`src/rtl/bernoulli_random_feeder.sv`:
```
// Repacks IN_WIDTH-bit XOF words into COMP_WIDTH-bit slices for a Bernoulli comparator.
// Optional: define BERNOULLI_FEEDER_CNT_EN to add the 32-bit sample_count output.
module bernoulli_random_feeder #(
    parameter int COMP_WIDTH = 8,
    parameter int IN_WIDTH   = 64
) (
    input  logic                  clk,
    input  logic                  rst,
    input  logic [IN_WIDTH-1:0]   in_data,
    input  logic                  in_valid,
    output logic                  in_ready,
    input  logic                  flush,
    input  logic [COMP_WIDTH-1:0] thr_in,
    input  logic                  thr_load,
    output logic [COMP_WIDTH-1:0] random_value,
    output logic [COMP_WIDTH-1:0] threshold,
    output logic                  out_valid,
    input  logic                  out_ready
`ifdef BERNOULLI_FEEDER_CNT_EN
    ,
    output logic [31:0]           sample_count
`endif
);

    localparam int BUF_W = 2 * IN_WIDTH;
    localparam int CNT_W = $clog2(BUF_W + 1);

    localparam logic [CNT_W-1:0]      BUF_W_C    = CNT_W'(BUF_W);
    localparam logic [CNT_W-1:0]      IN_W_C     = CNT_W'(IN_WIDTH);
    localparam logic [CNT_W-1:0]      COMP_W_C   = CNT_W'(COMP_WIDTH);
    localparam logic [COMP_WIDTH-1:0] THR_RESET  = {1'b1, {(COMP_WIDTH-1){1'b0}}};

    logic [BUF_W-1:0] buffer_q;
    logic [BUF_W-1:0] buffer_d;
    logic [BUF_W-1:0] shifted;
    logic [CNT_W-1:0] bit_cnt_q;
    logic [CNT_W-1:0] bit_cnt_d;
    logic [CNT_W-1:0] cnt_base;
    logic             push;
    logic             pop;

    // Written as a subtraction on the right so the compare never overflows CNT_W.
    assign in_ready     = (bit_cnt_q <= BUF_W_C - IN_W_C) && !flush;
    assign out_valid    = (bit_cnt_q >= COMP_W_C) && !flush;
    assign random_value = buffer_q[COMP_WIDTH-1:0];

    assign push = in_valid && in_ready;
    assign pop  = out_valid && out_ready;

    always_comb begin
        // NOTE: every signal gets a default before any branch, so no latch is inferred.
        shifted   = buffer_q;
        cnt_base  = bit_cnt_q;
        if (pop) begin
            shifted  = buffer_q >> COMP_WIDTH;
            cnt_base = bit_cnt_q - COMP_W_C;
        end

        buffer_d  = shifted;
        bit_cnt_d = cnt_base;
        // Bits above the fill level are always zero, so the new word can be OR-ed in.
        if (push) begin
            buffer_d  = shifted | (BUF_W'(in_data) << cnt_base);
            bit_cnt_d = cnt_base + IN_W_C;
        end

        if (flush) begin
            buffer_d  = '0;
            bit_cnt_d = '0;
        end
    end

    // NOTE: the buffer is plain flops rather than a RAM, so resetting it costs nothing special.
    always_ff @(posedge clk or posedge rst) begin
        if (rst) begin
            // NOTE: sequential state uses non-blocking assignments only.
            buffer_q  <= '0;
            bit_cnt_q <= '0;
        end else begin
            buffer_q  <= buffer_d;
            bit_cnt_q <= bit_cnt_d;
        end
    end

    // Threshold is independent of the data path and of flush.
    always_ff @(posedge clk or posedge rst) begin
        if (rst) begin
            threshold <= THR_RESET;
        end else if (thr_load) begin
            threshold <= thr_in;
        end
    end

`ifdef BERNOULLI_FEEDER_CNT_EN
    always_ff @(posedge clk or posedge rst) begin
        if (rst) begin
            sample_count <= '0;
        end else if (flush) begin
            sample_count <= '0;
        end else if (pop) begin
            sample_count <= sample_count + 32'd1;
        end
    end
`endif

endmodule
```
`config.mk`:
```
export PLATFORM = sky130hd
export DESIGN_NAME = bernoulli_random_feeder
export DESIGN_NICKNAME = d
export VERILOG_FILES = /design/src/rtl/bernoulli_random_feeder.sv
export SDC_FILE = /design/constraint.sdc
export NUM_CORES = 1
export LEC_CHECK = 0
export BUFFER_PORTS_ARGS = -buffer_cell sky130_fd_sc_hd__buf_2
export CORE_ASPECT_RATIO = 1.5
export CORE_MARGIN = 5
export CORE_UTILIZATION = 44
export CTS_BUF_LIST = sky130_fd_sc_hd__clkbuf_2
export DETAILED_ROUTE_END_ITERATION = 12
export MAX_ROUTING_LAYER = met4
export PLACE_DENSITY = 0.62
export SETUP_SLACK_MARGIN = 0.3
export SLEW_MARGIN = 10
export SYNTH_ARGS = -nofsm -noshare
export SYNTH_HDL_FRONTEND = slang
export SYNTH_SLANG_ARGS = --single-unit
```
`constraint.sdc`:
```
create_clock -name clk -period 6.4 [get_ports clk]
set_input_delay 1.28 -clock clk [delete_from_list [all_inputs] [get_ports clk]]
set_output_delay 1.28 -clock clk [all_outputs]
set_load 0.02 [all_outputs]
```
## After elaboration in Yosys (flattened, before gate mapping)

Cells that the tools add are included.
Widths: inputs -> output; s select.

| word-level totals | value |
|---|---|
| bits in registers | 144 |
| input port bits | 78 |
| output and inout bits | 18 |
| logic and storage cells | 20 |

| operators by class | value |
|---|---|
| $add $sub $neg | 2 |
| $lt $le $gt $ge | 2 |
| shifts and indexed selects | 1 |
| muxes and demuxes | 6 |
| bitwise operators | 1 |
| reduce and logical (&&, ||, !) cells | 5 |

Operator list:

| cell | number |
|---|---|
| $mux 128 | 3 |
| $or 128x128->128 | 1 |
| $shl 64x8->128 | 1 |
| $mux 8 | 3 |
| $add 8x7->8 const B | 1 |
| $ge 8x4->1 const B | 1 |
| $le 8x7->1 const B | 1 |
| $sub 8x4->8 const B | 1 |
| $logic_and 1x1->1 | 4 |
| $logic_not 1->1 | 1 |

## Logic depth before layout (Yosys ltp)

| logic depth | value |
|---|---|
| word-level depth | 8 |
| gate-level depth with buffers | 11 |
| depth with buffers taken out | 8 |

## Least setup slack after synthesis

No wires, ideal clock.

| path | value |
|---|---|
| path type | input -> output |
| start point | input port flush |
| end point | output port in_ready |
| arrival time | 2.545 ns |
| data required time | 5.120 ns |
| path slack | 2.575 ns |
| stages on the path | 5 |
| path buffers | 4 |
| cells stage by stage | buf_2 buf_1 clkbuf_1 buf_1 nor3_1 |

| between the ends | value |
|---|---|
| word-level cells in the longest chain between the ends | 2 |

RTL lines:

| item | RTL line | RTL |
|---|---|---|
| start: declaration | 12 | `input logic flush,` |
| $logic_not 1->1 | 43 | `assign in_ready = (bit_cnt_q <= BUF_W_C - IN_W_C) && !flush;` |
| $logic_and 1x1->1 | 43 |  |
| end: declaration | 11 | `output logic in_ready,` |

No other way between the ends.

## Worst setup path in the final report

| path | value |
|---|---|
| start point | input port out_ready |
| end point | register buffer_q[104] |

| between the ends | value |
|---|---|
| word-level cells in the longest chain between the ends | 6 |
| elaborated cells between the ends (all ways) | 7 |
| those cells by class | 1 x shift; 4 x mux; 1 x bitwise; 1 x reduce/logical |

RTL lines:

| item | RTL line | RTL |
|---|---|---|
| start: declaration | 18 | `input logic out_ready` |
| $logic_and 1x1->1 (*) | 48 | `assign pop = out_valid && out_ready;` |
| $mux 8 | 54 | `if (pop) begin` |
| $shl 64x8->128 | 63 | `buffer_d = shifted \| (BUF_W'(in_data) << cnt_base);` |
| $or 128x128->128 | 63 |  |
| $mux 128 (*) | 62 | `if (push) begin` |
| $mux 128 (*) | 67 | `if (flush) begin` |
| named net buffer_d[104] | 34 | `logic [BUF_W-1:0] buffer_d;` |
| end signal: assignment | 80 | `buffer_q <= buffer_d;` |
| end: declaration | 33 | `logic [BUF_W-1:0] buffer_q;` |

The timed path passes the listed nets; every way through them passes the cells marked *.
A chain may end at the register's enable or synchronous reset.

==> flow_metrics.env <==
export IMPL_die_x_um=130
export IMPL_nets=1232
export IMPL_hold_violations=0
export IMPL_clock_sinks=141
export IMPL_htreeDepth=4
export IMPL_cts_root_buf="clkbuf_2"
export IMPL_gr_total_overflow=0
export IMPL_syn_area_mm2=0.00947
export IMPL_antenna_found_initial=1
export IMPL_postCtsHoldBufs=0
export IMPL_seqPwrFrac_pct=29.9
export IMPL_leakagePower_nw=4.36
export IMPL_nFillCells=2124
export IMPL_gp_congestion=1.00
export IMPL_clockBufferDepth=2
export IMPL_area_growth_pct=9.11
export IMPL_peakVddDrop_mv=0.308
export IMPL_vias=9816
export IMPL_ys_flop_type="dfrtp_1"
export IMPL_final_common_cell="nand2_1"
export IMPL_slew_viol_final=0
export IMPL_grt_pass1_wl_um=57500
export IMPL_power_share_clock_pct=12.6
export IMPL_final_core_util_pct=48.9
export IMPL_final_cell_mix="nand2_1, dfrtp_1, buf_2"
export IMPL_relSlewSlack_pct=10.8
export IMPL_min_from="buffer_q[127]$_DFF_PP0_"
export IMPL_critPathLaunch="out_ready"
export IMPL_p_sw_share_pct=51.6
export IMPL_rows=65
export IMPL_hpwl_um=25600
export IMPL_syn_avg_cell_area_um2=8.48
export IMPL_final_min_clock_period_ns=4.16
export IMPL_drc=0
export IMPL_worst_path_most_repeated_cell="buf_4"
export IMPL_ant_nets=0
export IMPL_tightest_slew_ns=1.33
export IMPL_cts_inserted_buffers=17
export IMPL_drt_pass1_iterations=6
export IMPL_cp_slowest_stage_delay_ns=0.81
export IMPL_syn_nets=1197
export IMPL_status="finished, final reports clean"
export IMPL_cpMaxStageDelayCell="nor2b_2"
export IMPL_critPathKind="in2reg"
export IMPL_vias_per_cell=6.85
export IMPL_dpl_cell_area_mm2=0.0101
export IMPL_grt_usage_pct=31.7
export IMPL_clkLatencyLatePin_ns=0.78
export IMPL_ff_latch_area_mm2=0.00353
export IMPL_yosys_warnings=0
export IMPL_cts_tree="yes"
export IMPL_rsz0062_at_grt="false"
export IMPL_seq_area_frac_synth_pct=37.3
export IMPL_grt_max_degree=96
export IMPL_core_mm2=0.0211
export IMPL_drv_cap=0
export IMPL_fin_crit_sh_pct=65.1
export IMPL_crit_fanout=26
export IMPL_p_int_w=0.00210
export IMPL_postCtsSetupBuffers=0
export IMPL_async_flop_share_pct=100
export IMPL_routed_wl_um=37800
export IMPL_crit_arrival_ns=4.80
export IMPL_setup_viol=0
export IMPL_skew_ns=0.0498
export IMPL_num_io_pins=96
export IMPL_die_h_um=190
export IMPL_io_buffers=95
export IMPL_wl_per_cell_um=26.4
export IMPL_die_area_mm2=0.0246
export IMPL_fin_area_mm2=0.0103
export IMPL_netSwitchingPower_w=0.00224
export IMPL_comb_power_share_pct=57.5
export IMPL_required_ns=7.04
export IMPL_multi_input_area_mm2=0.00547
export IMPL_hp_class="reg2reg"
export IMPL_ys_ff_latch=141
export IMPL_max_freq_ghz=0.240
export IMPL_post_cts_resized=0
export IMPL_crit_family="simple AND/OR/NAND/NOR gates"
export IMPL_tns_ns=0
export IMPL_grt_pass1_vias=9577
export IMPL_synth_edf_count=0
export IMPL_netlist_instances=1117
export IMPL_powerDensity_mw_per_mm2=420
export IMPL_drtIter0Drc=1300
export IMPL_reg2reg_from="bit_cnt_q[3]$_DFF_PP0_"
export IMPL_initial_core_util_pct=44.8
export IMPL_startpoint_type="primary input"
export IMPL_path_clk_slew_ns=0.21
export IMPL_ys_types=67
export IMPL_crit_buf_inv=3
export IMPL_crit_chain="buf_2 > nor2b_2 > o21ai_1 > buf_4 > nor2_2 > buf_4 > nor2_1 > a221oi_1 > o22ai_1"
export IMPL_drive_gt1_share_pct=18.8
export IMPL_end_kind="flip-flop"
-- tightest hold or removal path: stages, from the launching register on --
cell and delay (ns):
dfrtp_1 0.40, nand2_1 0.05, o21ai_0 0.07
-- metrics by stage --
step | hold slack [ns] | setup WS (ns) | instances | power [W]
global route | 0.543 | 2.05 | 1434 | 0.00456
finish | 0.526 | 2.24 | 1434 | 0.00434
detailed placement | 0.485 | 1.55 | 1401 | 0.00373
CTS | 0.536 | 2.35 | 1433 | 0.00427
global placement | 0.477 | 1.59 | 1401 | 0.00372
floorplan | 0.449 | 1.34 | 1117 | 0.00297
-- per-layer routing --
| layer | global-route usage [%] | up-vias | wire length, µm |
|---|---|---|---|
| met3 | 4.44 | 133 | 3370 |
| met1 | 41.1 | 4794 | 14700 |
| met5 | - | - | 0 |
| met4 | 16.0 | 0 | 2130 |
| li1 | - | 4260 | - |
| met2 | 48.2 | 629 | 17600 |
-- sequential cells by signal, indices dropped and copies added, names as in the netlist --
register,flops
threshold,8
buffer_q,128
bit_cnt_q,5
-- cells in the mapped netlist (3+ instances only) --
master	n	share of area (%)
nor3_1	32	1.7
clkbuf_1	53	2.1
o22ai_1	34	2.2
a221oi_1	32	3.0
a2bb2oi_1	5	0.46
a32oi_1	8	0.74
dfrtp_1	140	37
a222oi_1	4	0.42
and2_1	16	1.1
nand3_1	56	3.0
a221o_1	26	2.7
a22o_1	5	0.46
a22oi_1	18	1.4
o21ai_0	55	2.9
nand2_1	202	8.0
buf_1	8	0.32
a211oi_1	7	0.55
a21oi_1	64	3.4
o32ai_1	8	0.74
inv_1	13	0.52
o22a_1	8	0.74
o211ai_1	18	1.4
buf_2	36	1.9
xnor2_1	3	0.28
mux2_2	31	3.7
and3_1	8	0.53
a2111oi_0	8	0.74
nor2b_1	9	0.59
o221ai_1	5	0.46
a31oi_1	43	2.8
mux2i_1	57	6.0
o2bb2ai_1	7	0.65
buf_4	11	0.87
nor2_1	41	1.6
-- power by group through the flow --
stage | Sequential, W | Combinational (W) | Clock (W)
2_1_floorplan | 0.00127 | 0.00170 | 0
3_3_place_gp | 0.00131 | 0.00241 | 0
3_5_place_dp | 0.00132 | 0.00241 | 0
4_1_cts | 0.00130 | 0.00242 | 0.000556
5_1_grt | 0.00133 | 0.00264 | 0.000589
6_report | 0.00130 | 0.00250 | 0.000549
-- path summary, 6_finish.rpt --
kind	end	slack, ns	cells after the start
worst min register to register	buffer_q[127]$_DFF_PP0_	0.53	2
min in group asynchronous	buffer_q[109]$_DFF_PP0_	0.68	2
worst max-delay path	buffer_q[104]$_DFF_PP0_	2.24	9
worst min-delay path	buffer_q[127]$_DFF_PP0_	0.53	2
worst max register to register	buffer_q[42]$_DFF_PP0_	2.25	7
max in group asynchronous	buffer_q[104]$_DFF_PP0_	4.53	3
-- cell families after synthesis --
family	count (synthesis)	synth area share, %
AO/OA/AOI/OAI	369	27.2
AND/OR/NAND/NOR	388	19.1
adder cells (fa/ha/maj)	2	0.264
flip-flops	141	37.3
buffers and inverters	123	5.80
XOR/XNOR	6	0.713
multiplexers	88	9.71
-- cell type report --
class / count / share of cell area, %
Antenna cell: 1 / 0.0242
Multi-Input combinational cell: 853 / 52.9
Sequential cell: 141 / 34.1
Inverter: 14 / 0.557
Clock inverter: 13 / 1.36
Clock buffer: 19 / 0.920
Tap cell: 268 / 3.24
Timing Repair Buffer: 125 / 6.80
No activity file was read; power rests on OpenSTA's default activity.
